### config.mk
export PLATFORM = sky130hd
export DESIGN_NAME = stripe_tx_scheduler_flat
export DESIGN_NICKNAME = d
export VERILOG_FILES = /design/src/rtl/stripe_tx_if.sv /design/src/rtl/stripe_tx_scheduler.sv /design/src/flat_wrapper.sv
export SDC_FILE = /design/constraint.sdc
export NUM_CORES = 1
export LEC_CHECK = 0
export ABC_AREA = 1
export BUFFER_PORTS_ARGS = -buffer_cell sky130_fd_sc_hd__buf_2
export CORE_MARGIN = 1
export CORE_UTILIZATION = 30
export CTS_BUF_LIST = sky130_fd_sc_hd__clkbuf_4
export CTS_CLUSTER_SIZE = 8
export DETAILED_ROUTE_END_ITERATION = 7
export GPL_ROUTABILITY_DRIVEN = 0
export GPL_TIMING_DRIVEN = 0
export SKIP_LAST_GASP = 1
export SLEW_MARGIN = 25
export SYNTH_ARGS = -nofsm -noshare
export SYNTH_HDL_FRONTEND = slang
export SYNTH_SLANG_ARGS = --single-unit
### constraint.sdc
create_clock -name clk -period 2.7 [get_ports clk]
set_input_delay 0.135 -clock clk [delete_from_list [all_inputs] [get_ports clk]]
set_output_delay 0.135 -clock clk [all_outputs]
set_load 0.1 [all_outputs]
### src/rtl/stripe_tx_if.sv
// Byte-stream input and striped lane output bundle for the transmit scheduler.
interface stripe_tx_if #(
  parameter int unsigned DATA_W    = 8,
  parameter int unsigned NUM_LANES = 4,
  parameter int unsigned CNT_W     = 16
);
  logic [1:0]           cfg_lanes;
  logic                 in_valid;
  logic [DATA_W-1:0]    in_data;
  logic                 in_last;
  logic                 in_ready;
  logic [NUM_LANES-1:0] lane_ready;
  logic [NUM_LANES-1:0] lane_wr;
  logic [DATA_W-1:0]    lane_data;
  logic                 lane_pad;
  logic                 busy;
  logic [CNT_W-1:0]     stripe_cnt;

  // Source and lane sinks side.
  modport master (
    output cfg_lanes, in_valid, in_data, in_last, lane_ready,
    input  in_ready, lane_wr, lane_data, lane_pad, busy, stripe_cnt
  );

  // Scheduler side.
  modport slave (
    input  cfg_lanes, in_valid, in_data, in_last, lane_ready,
    output in_ready, lane_wr, lane_data, lane_pad, busy, stripe_cnt
  );
endinterface

### src/rtl/stripe_tx_scheduler.sv
// Deals a byte stream round-robin over 1, 2 or 4 lanes and pads the final
// stripe of each packet so every lane ends on a stripe boundary.
module stripe_tx_scheduler #(
  parameter int unsigned       DATA_W    = 8,
  parameter int unsigned       NUM_LANES = 4,
  parameter logic [DATA_W-1:0] PAD_BYTE  = 'hBC,
  parameter int unsigned       CNT_W     = 16
) (
  input logic        clk,
  input logic        reset,
  stripe_tx_if.slave bus
);
  localparam int unsigned PTR_W = $clog2(NUM_LANES);

  typedef enum logic [1:0] {StIdle, StStripe, StPad} state_t;

  state_t               state;
  logic [PTR_W-1:0]     ptr;
  logic [PTR_W:0]       n_act;
  logic [PTR_W:0]       n_cfg;
  logic [PTR_W:0]       n_cur;
  logic                 last_lane;
  logic                 xfer;
  logic [NUM_LANES-1:0] lane_wr;
  logic [DATA_W-1:0]    lane_data;
  logic                 lane_pad;
  logic                 busy;
  logic [CNT_W-1:0]     stripe_cnt;

  // Lane count decode; the packet's count is sampled from cfg only while idle.
  always_comb begin
    unique case (bus.cfg_lanes)
      2'b00:   n_cfg = (PTR_W+1)'(1);
      2'b01:   n_cfg = (PTR_W+1)'(2);
      default: n_cfg = (PTR_W+1)'(4);
    endcase
    n_cur     = (state == StIdle) ? n_cfg : n_act;
    last_lane = ({1'b0, ptr} == (n_cur - (PTR_W+1)'(1)));
  end

  assign bus.in_ready   = (state != StPad) && bus.lane_ready[ptr];
  assign xfer           = bus.in_valid && bus.in_ready;
  assign bus.lane_wr    = lane_wr;
  assign bus.lane_data  = lane_data;
  assign bus.lane_pad   = lane_pad;
  assign bus.busy       = busy;
  assign bus.stripe_cnt = stripe_cnt;

  // Scheduler FSM with registered lane strobes, data, busy and stripe count.
  always_ff @(posedge clk or posedge reset) begin
    if (reset) begin
      state      <= StIdle;
      ptr        <= '0;
      n_act      <= (PTR_W+1)'(4);
      lane_wr    <= '0;
      lane_data  <= '0;
      lane_pad   <= 1'b0;
      busy       <= 1'b0;
      stripe_cnt <= '0;
    end else begin
      lane_wr  <= '0;
      lane_pad <= 1'b0;
      unique case (state)
        StIdle, StStripe: begin
          if (xfer) begin
            lane_wr   <= NUM_LANES'(1) << ptr;
            lane_data <= bus.in_data;
            n_act     <= n_cur;
            if (last_lane) begin
              stripe_cnt <= stripe_cnt + CNT_W'(1);
              ptr        <= '0;
              state      <= bus.in_last ? StIdle : StStripe;
              busy       <= ~bus.in_last;
            end else begin
              ptr   <= ptr + PTR_W'(1);
              state <= bus.in_last ? StPad : StStripe;
              busy  <= 1'b1;
            end
          end
        end
        StPad: begin
          if (bus.lane_ready[ptr]) begin
            lane_wr   <= NUM_LANES'(1) << ptr;
            lane_data <= PAD_BYTE;
            lane_pad  <= 1'b1;
            if (last_lane) begin
              stripe_cnt <= stripe_cnt + CNT_W'(1);
              ptr        <= '0;
              state      <= StIdle;
              busy       <= 1'b0;
            end else begin
              ptr <= ptr + PTR_W'(1);
            end
          end
        end
        default: begin
          state <= StIdle;
          ptr   <= '0;
          busy  <= 1'b0;
        end
      endcase
    end
  end
endmodule
### src/flat_wrapper.sv
// flat-port wrapper written by rule: the top's interface ports become plain ports
module stripe_tx_scheduler_flat 
#(
  parameter int unsigned       DATA_W    = 8,
  parameter int unsigned       NUM_LANES = 4,
  parameter logic [DATA_W-1:0] PAD_BYTE  = 'hBC,
  parameter int unsigned       CNT_W     = 16
)
  (clk, reset, bus_cfg_lanes, bus_in_valid, bus_in_data, bus_in_last, bus_lane_ready, bus_in_ready, bus_lane_wr, bus_lane_data, bus_lane_pad, bus_busy, bus_stripe_cnt);
  stripe_tx_if #(.DATA_W(DATA_W), .NUM_LANES(NUM_LANES), .CNT_W(CNT_W)) bus_i ();
  input logic clk;
  input logic reset;
  input wire logic [$bits(bus_i.cfg_lanes)-1:0] bus_cfg_lanes;
  input wire logic [$bits(bus_i.in_valid)-1:0] bus_in_valid;
  input wire logic [$bits(bus_i.in_data)-1:0] bus_in_data;
  input wire logic [$bits(bus_i.in_last)-1:0] bus_in_last;
  input wire logic [$bits(bus_i.lane_ready)-1:0] bus_lane_ready;
  output wire logic [$bits(bus_i.in_ready)-1:0] bus_in_ready;
  output wire logic [$bits(bus_i.lane_wr)-1:0] bus_lane_wr;
  output wire logic [$bits(bus_i.lane_data)-1:0] bus_lane_data;
  output wire logic [$bits(bus_i.lane_pad)-1:0] bus_lane_pad;
  output wire logic [$bits(bus_i.busy)-1:0] bus_busy;
  output wire logic [$bits(bus_i.stripe_cnt)-1:0] bus_stripe_cnt;
  assign bus_i.cfg_lanes = bus_cfg_lanes;
  assign bus_i.in_valid = bus_in_valid;
  assign bus_i.in_data = bus_in_data;
  assign bus_i.in_last = bus_in_last;
  assign bus_i.lane_ready = bus_lane_ready;
  assign bus_in_ready = bus_i.in_ready;
  assign bus_lane_wr = bus_i.lane_wr;
  assign bus_lane_data = bus_i.lane_data;
  assign bus_lane_pad = bus_i.lane_pad;
  assign bus_busy = bus_i.busy;
  assign bus_stripe_cnt = bus_i.stripe_cnt;
  stripe_tx_scheduler #(.DATA_W(DATA_W), .NUM_LANES(NUM_LANES), .PAD_BYTE(PAD_BYTE), .CNT_W(CNT_W)) u_core (.clk(clk), .reset(reset), .bus(bus_i));
endmodule
; ---- Word-level counts from Yosys, hierarchy flattened
; Cells that the tools add are included.
; W data, S select, Z words.
[word_totals]
ff_bits = 37
input_bits = 18
word_cells = 64
[op_classes]
addsub = 3
n_lt_le_gt_ge = 1
eq_ne = 8
n_shift = 1
muxes = 32
n_bitwise = 1
n_reduce_logical = 10
[ops]
columns = cell, n
row1 = $mux W16, 3
row2 = $pmux W16 S2, 1
row3 = $add A16 B1 Y16 const B, 1
row4 = $mux W2, 8
row5 = $mux W8, 2
row6 = $pmux W8 S2, 1
row7 = $mux W1, 8
row8 = $mux W4, 2
row9 = $pmux W2 S2, 2
row10 = $pmux W4 S2, 1
row11 = $ne A2 B1 Y1 const B, 3
row12 = $pmux W3 S2, 1
row13 = $reduce_and A3 Y1, 2
row14 = $eq A2 B1 Y1 const B, 2
row15 = $logic_not A2 Y1, 2
row16 = $reduce_and A2 Y1, 2
row17 = $shl A1 B2 Y4 const A, 1
row18 = $eq A2 B3 Y1, 1
row19 = $lt A2 B3 Y1 const B, 1
row20 = $mux W3, 1
row21 = $sub A3 B1 Y3 const B, 1
row22 = $add A2 B1 Y2 const B, 1
row23 = $bmux W1 S2, 1
row24 = $eq A2 B2 Y1 const B, 1
row25 = other kinds (6), 7

; ---- Logic depth before layout (Yosys ltp)
[depth]
depth_word = 8
depth_mapped = 14

; ---- Worst setup path before layout
; Ideal clock, no wire load.
[synth_timing]
path_kind = register -> register
startpoint = reg u_core.stripe_cnt[0], in the netlist u_core.bus.stripe_cnt[0]
endpoint = reg u_core.stripe_cnt[14], in the netlist u_core.bus.stripe_cnt[14]
setup_ns = 0.122
arrival_time_ns = 2.249
setup_slack_ns = 0.328
path_stages_with_launch = 11
path_buffers = 0
period_less_slack_ns = 2.372
path_cell_list = dfrtp_1 > ha_1 > nand3_1 > nor2_1 > nand3_1 > nor2_1 > nand2_1 > nand2_1 > nand2_1 > nand2_1 > nand2_1
[synth_via]
elab_chain_len = 4
[synth_lines]
columns = item, line_no
row1 = from (decl), stripe_tx_scheduler.sv:28  ; logic [CNT_W-1:0] stripe_cnt;
row2 = from (signal assigned), stripe_tx_scheduler.sv:70  ; stripe_cnt <= stripe_cnt + CNT_W'(1);
row3 = from (signal assigned), stripe_tx_scheduler.sv:87  ; stripe_cnt <= stripe_cnt + CNT_W'(1);
row4 = $add A16 B1 Y16 *, "stripe_tx_scheduler.sv:70, stripe_tx_scheduler.sv:87"
row5 = $mux W16 *, "stripe_tx_scheduler.sv:69, stripe_tx_scheduler.sv:86"
row6 = $mux W16 (on tied branches), "stripe_tx_scheduler.sv:82, stripe_tx_scheduler.sv:65"
row7 = $pmux W16 S2 *, stripe_tx_scheduler.sv:63  ; unique case (state)
; Every way passes the cells marked *; elsewhere a longest branch is shown, timed or not. The select of a mux whose other input is x is not followed.
; A chain may end at the register's enable or synchronous reset.

; ---- Final worst setup path
[layout_timing]
startpoint = reg u_core.state[1]
endpoint = reg u_core.stripe_cnt[2], in the netlist u_core.bus.stripe_cnt[2]
[layout_via]
elab_chain_len = 7
[layout_lines]
columns = item, line_no
row1 = from (decl), stripe_tx_scheduler.sv:17  ; state_t state;
row2 = from (signal assigned), stripe_tx_scheduler.sv:52  ; state <= StIdle;
row3 = from (signal assigned), stripe_tx_scheduler.sv:72  ; state <= bus.in_last ? StIdle : StStripe;
row4 = from (signal assigned), stripe_tx_scheduler.sv:76  ; state <= bus.in_last ? StPad : StStripe;
row5 = $logic_not A2 Y1, "stripe_tx_scheduler.sv:37, stripe_tx_scheduler.sv:63"
row6 = $mux W3, stripe_tx_scheduler.sv:37  ; n_cur = (state == StIdle) ? n_cfg : n_act;
row7 = $sub A3 B1 Y3, stripe_tx_scheduler.sv:38  ; last_lane = ({1'b0, ptr} == (n_cur - (PTR_W+1)'(1)));
row8 = $eq A2 B3 Y1, stripe_tx_scheduler.sv:38
row9 = $mux W16, -
row10 = $mux W16 (on tied branches), -
row11 = $pmux W16 S2, stripe_tx_scheduler.sv:63
; Several ways; a longest one is shown, not always the timed one. The select of a mux whose other input is x is not followed.

==> qor.csv <==
metric,value,unit
worst-path maximum fanout,10,
Tcrit/Tclk final,80.93,%
worst slew pin tran,489.8,ps
synthesized cell area,1934,sq um
I/O Buffers,48,
routed length per instance,11.59,um
hold path depth,2,
worst reg2reg startpoint,u_core.state[1]$_DFFE_PP0P_,
half-perimeter wire length after placement,3.100,mm
clk_lat worst skew,340,ps
Synth warnings,0,
Setup Skew,7.205,ps
Starting DRT DRC Count,102,
GRT Util Overall,14.71,%
M1 GR Usage,19.52,%
final hold vios,0,
Die Height,82.30,um
post-CTS setup buffer count,0,
Placed Cells,351,
CTS resizes,0,
vias in the first global route,1596,
Clock Sinks,37,
Final Max Slew Viols,0,
first-pass GRT wire length,7.417,mm
pre-CTS WS,512.7,ps
critical setup path kind,reg2reg,
Root Buffer,clkbuf_4,
fraction of layout cells with a size suffix above 1,25.52,%
Hold Crit Class,in2reg,
Mean Syn Cell Area,8.521,sq um
Crit path required time,2930,ps
fin crit period,2185,ps
TritonCTS Buffers,5,
# diodes,0,
Layout fillers,651,
# hold bufs at CTS,5,
final setup TNS,0,ps
pin count of the biggest net entering global routing,26,
outcome,"complete, no violations",
gr ovfl total,0,
Worst Setup End Kind,register,
RR Endpoint,u_core.bus.stripe_cnt[2]$_DFFE_PP0P_,
clock tree buffer depth,2,
routed wire length,4.232,mm
drt via density,4.468,
antenna violations before repair,0,
FMAX,0.4576,GHz
CTS tree,yes,
r2r setup slk,510,ps
Syn Inst Count,227,
H-tree depth,2,
Max-Cap Viols,0,
CORE AREA,6061,sq um
Initial Utilization,31.92,%
Yosys cell types,28,
clk slew on worst S/H paths,110,ps
Worst Hold End,u_core.bus.lane_data[0]$_DFFE_PP0P_,
RSZ-0062 raised after global routing,no,
met3 GRT Util,3.516,%
endpoints failing setup,0,
number of core rows,28,
vias post-DR,1631,
area grow syn2layout,24.32,%
die width,82.30,um
HP Start,bus_in_data[0],
fin cells,365,
multi-input logic area,889.6,sq um
relative slew slack,67.57,%
1st-pass router iterations,4,
final setup margin,514.8,ps
routing usage on met2,22.73,%
register area,927.1,sq um
register bit total from synthesis,37,
DIE AREA,6773,sq um
Post-route DRC,0,
final net count,313,
Top Usage Layer GRT,met2,
critical path startpoint category,register,
cells on worst reg2reg path,11,
I/O pin count,49,
crit path DAT,2420,ps
post-route ant nets,0,
Post-Syn Nets,251,
register area share after synthesis,47.93,%
## critical path, stage by stage (launching register included)
cell     delay (ps)
dfrtp_1         430
inv_2           140
nand2_2         100
a22oi_1         240
ha_1            280
xor2_1          130
nand2_1         100
nor2_4          130
nand4_2         170
buf_2           240
nand2_1          70
o21ai_1          60
## cell usage after synthesis
cell type | number | share of area [%]
inv_2 | 3 | 0.58
nor2_4 | 1 | 0.58
nand3_1 | 13 | 3.4
nor2_1 | 15 | 2.9
nand2_4 | 1 | 0.58
nand2_2 | 4 | 1.3
nand3b_1 | 3 | 1.2
dfstp_2 | 1 | 1.4
o22a_1 | 5 | 2.3
nand4_2 | 1 | 0.65
nand3_2 | 2 | 1.0
xor2_1 | 5 | 2.3
nor2_8 | 1 | 1.0
a22o_1 | 3 | 1.4
nor3_1 | 2 | 0.52
a22oi_1 | 1 | 0.39
inv_1 | 24 | 4.7
nand4_1 | 2 | 0.65
o21ai_1 | 3 | 0.78
a21oi_1 | 1 | 0.26
a21oi_2 | 1 | 0.45
buf_2 | 1 | 0.26
xnor2_1 | 8 | 3.6
buf_6 | 1 | 0.58
dfrtp_1 | 36 | 47
o21ai_0 | 13 | 3.4
ha_1 | 6 | 3.9
nand2_1 | 70 | 14
## registers in the layout, summed over array words and instances (netlist names)
signal and cells:
u_core.bus.stripe_cnt 16, u_core.bus.lane_data 8, u_core.bus.lane_wr 4, u_core.n_act 3, u_core.ptr 2, u_core.state 2, u_core.bus.busy 1, u_core.bus.lane_pad 1
## cell families (layout without fill, tap and decap cells)
family                     after synthesis  after routing  share of synthesized area [%]
buffers and inverters                   29             92                          6.080
AOI/OAI and AO/OA                       27             27                          8.861
DFF                                     37             37                          47.93
and+or+nand+nor                        115            115                          27.36
adders and majority gates                6              6                          3.881
xor gates and xnor gates                13             13                          5.886
## stage by stage
stage	utilization, %	hold slack, ps	cell area (sq um)
after floorplan	-	281.0	1934
after global placement	37.43	365.2	2268
after detailed placement	37.76	119.2	2288
after CTS	39.51	1.784	2395
after global routing	39.68	3.081	2405
final	39.68	11.03	2405
## layer usage
metal	share of wire (%)	wire (um)	vias up
met2	46	1940	32
met1	48	2032	745
li1	-	-	850
met4	1.5	65	0
met3	4.5	192	4
met5	0	0	-
## worst max-delay path by stage
stage,start,to,slack [ps],depth (start not counted)
2_1_floorplan,u_core.bus.stripe_cnt[0]$_DFFE_PP0P_,u_core.bus.stripe_cnt[14]$_DFFE_PP0P_,330,10
3_3_place_gp,u_core.state[1]$_DFFE_PP0P_,u_core.bus.stripe_cnt[2]$_DFFE_PP0P_,530,11
3_5_place_dp,u_core.state[0]$_DFFE_PP0P_,u_core.bus.stripe_cnt[2]$_DFFE_PP0P_,510,12
4_1_cts,u_core.state[0]$_DFFE_PP0P_,u_core.bus.stripe_cnt[3]$_DFFE_PP0P_,480,12
5_1_grt,u_core.state[1]$_DFFE_PP0P_,u_core.bus.stripe_cnt[3]$_DFFE_PP0P_,290,12
6_report,u_core.state[1]$_DFFE_PP0P_,u_core.bus.stripe_cnt[2]$_DFFE_PP0P_,510,11
## area by class of cell
class                   instances  share of cell area, %
plain buffers                   2                 0.6764
clock buffers                   7                  2.185
clock inverters                 1                 0.1561
inverters                      27                  4.214
multi-input cells             161                  36.99
flip-flops and latches         37                  38.55
well taps                      75                  3.902
repair buffers                 55                  13.32
## cell usage in the layout, fill, tap and decap left out, types with 5 or more instances in the layout
master and count:
clkbuf_4 7, nand2_1 70, ha_1 6, dlygate4sd3_1 6
buf_2 49, xor2_1 5, nor2_1 15, nand3_1 13
inv_1 23, dfrtp_1 36, o22a_1 5, o21ai_0 13
xnor2_1 8
Power is left out: the tool's default activity adds up to more than one toggle a clock period on the data nets, which glitch-free logic cannot reach.
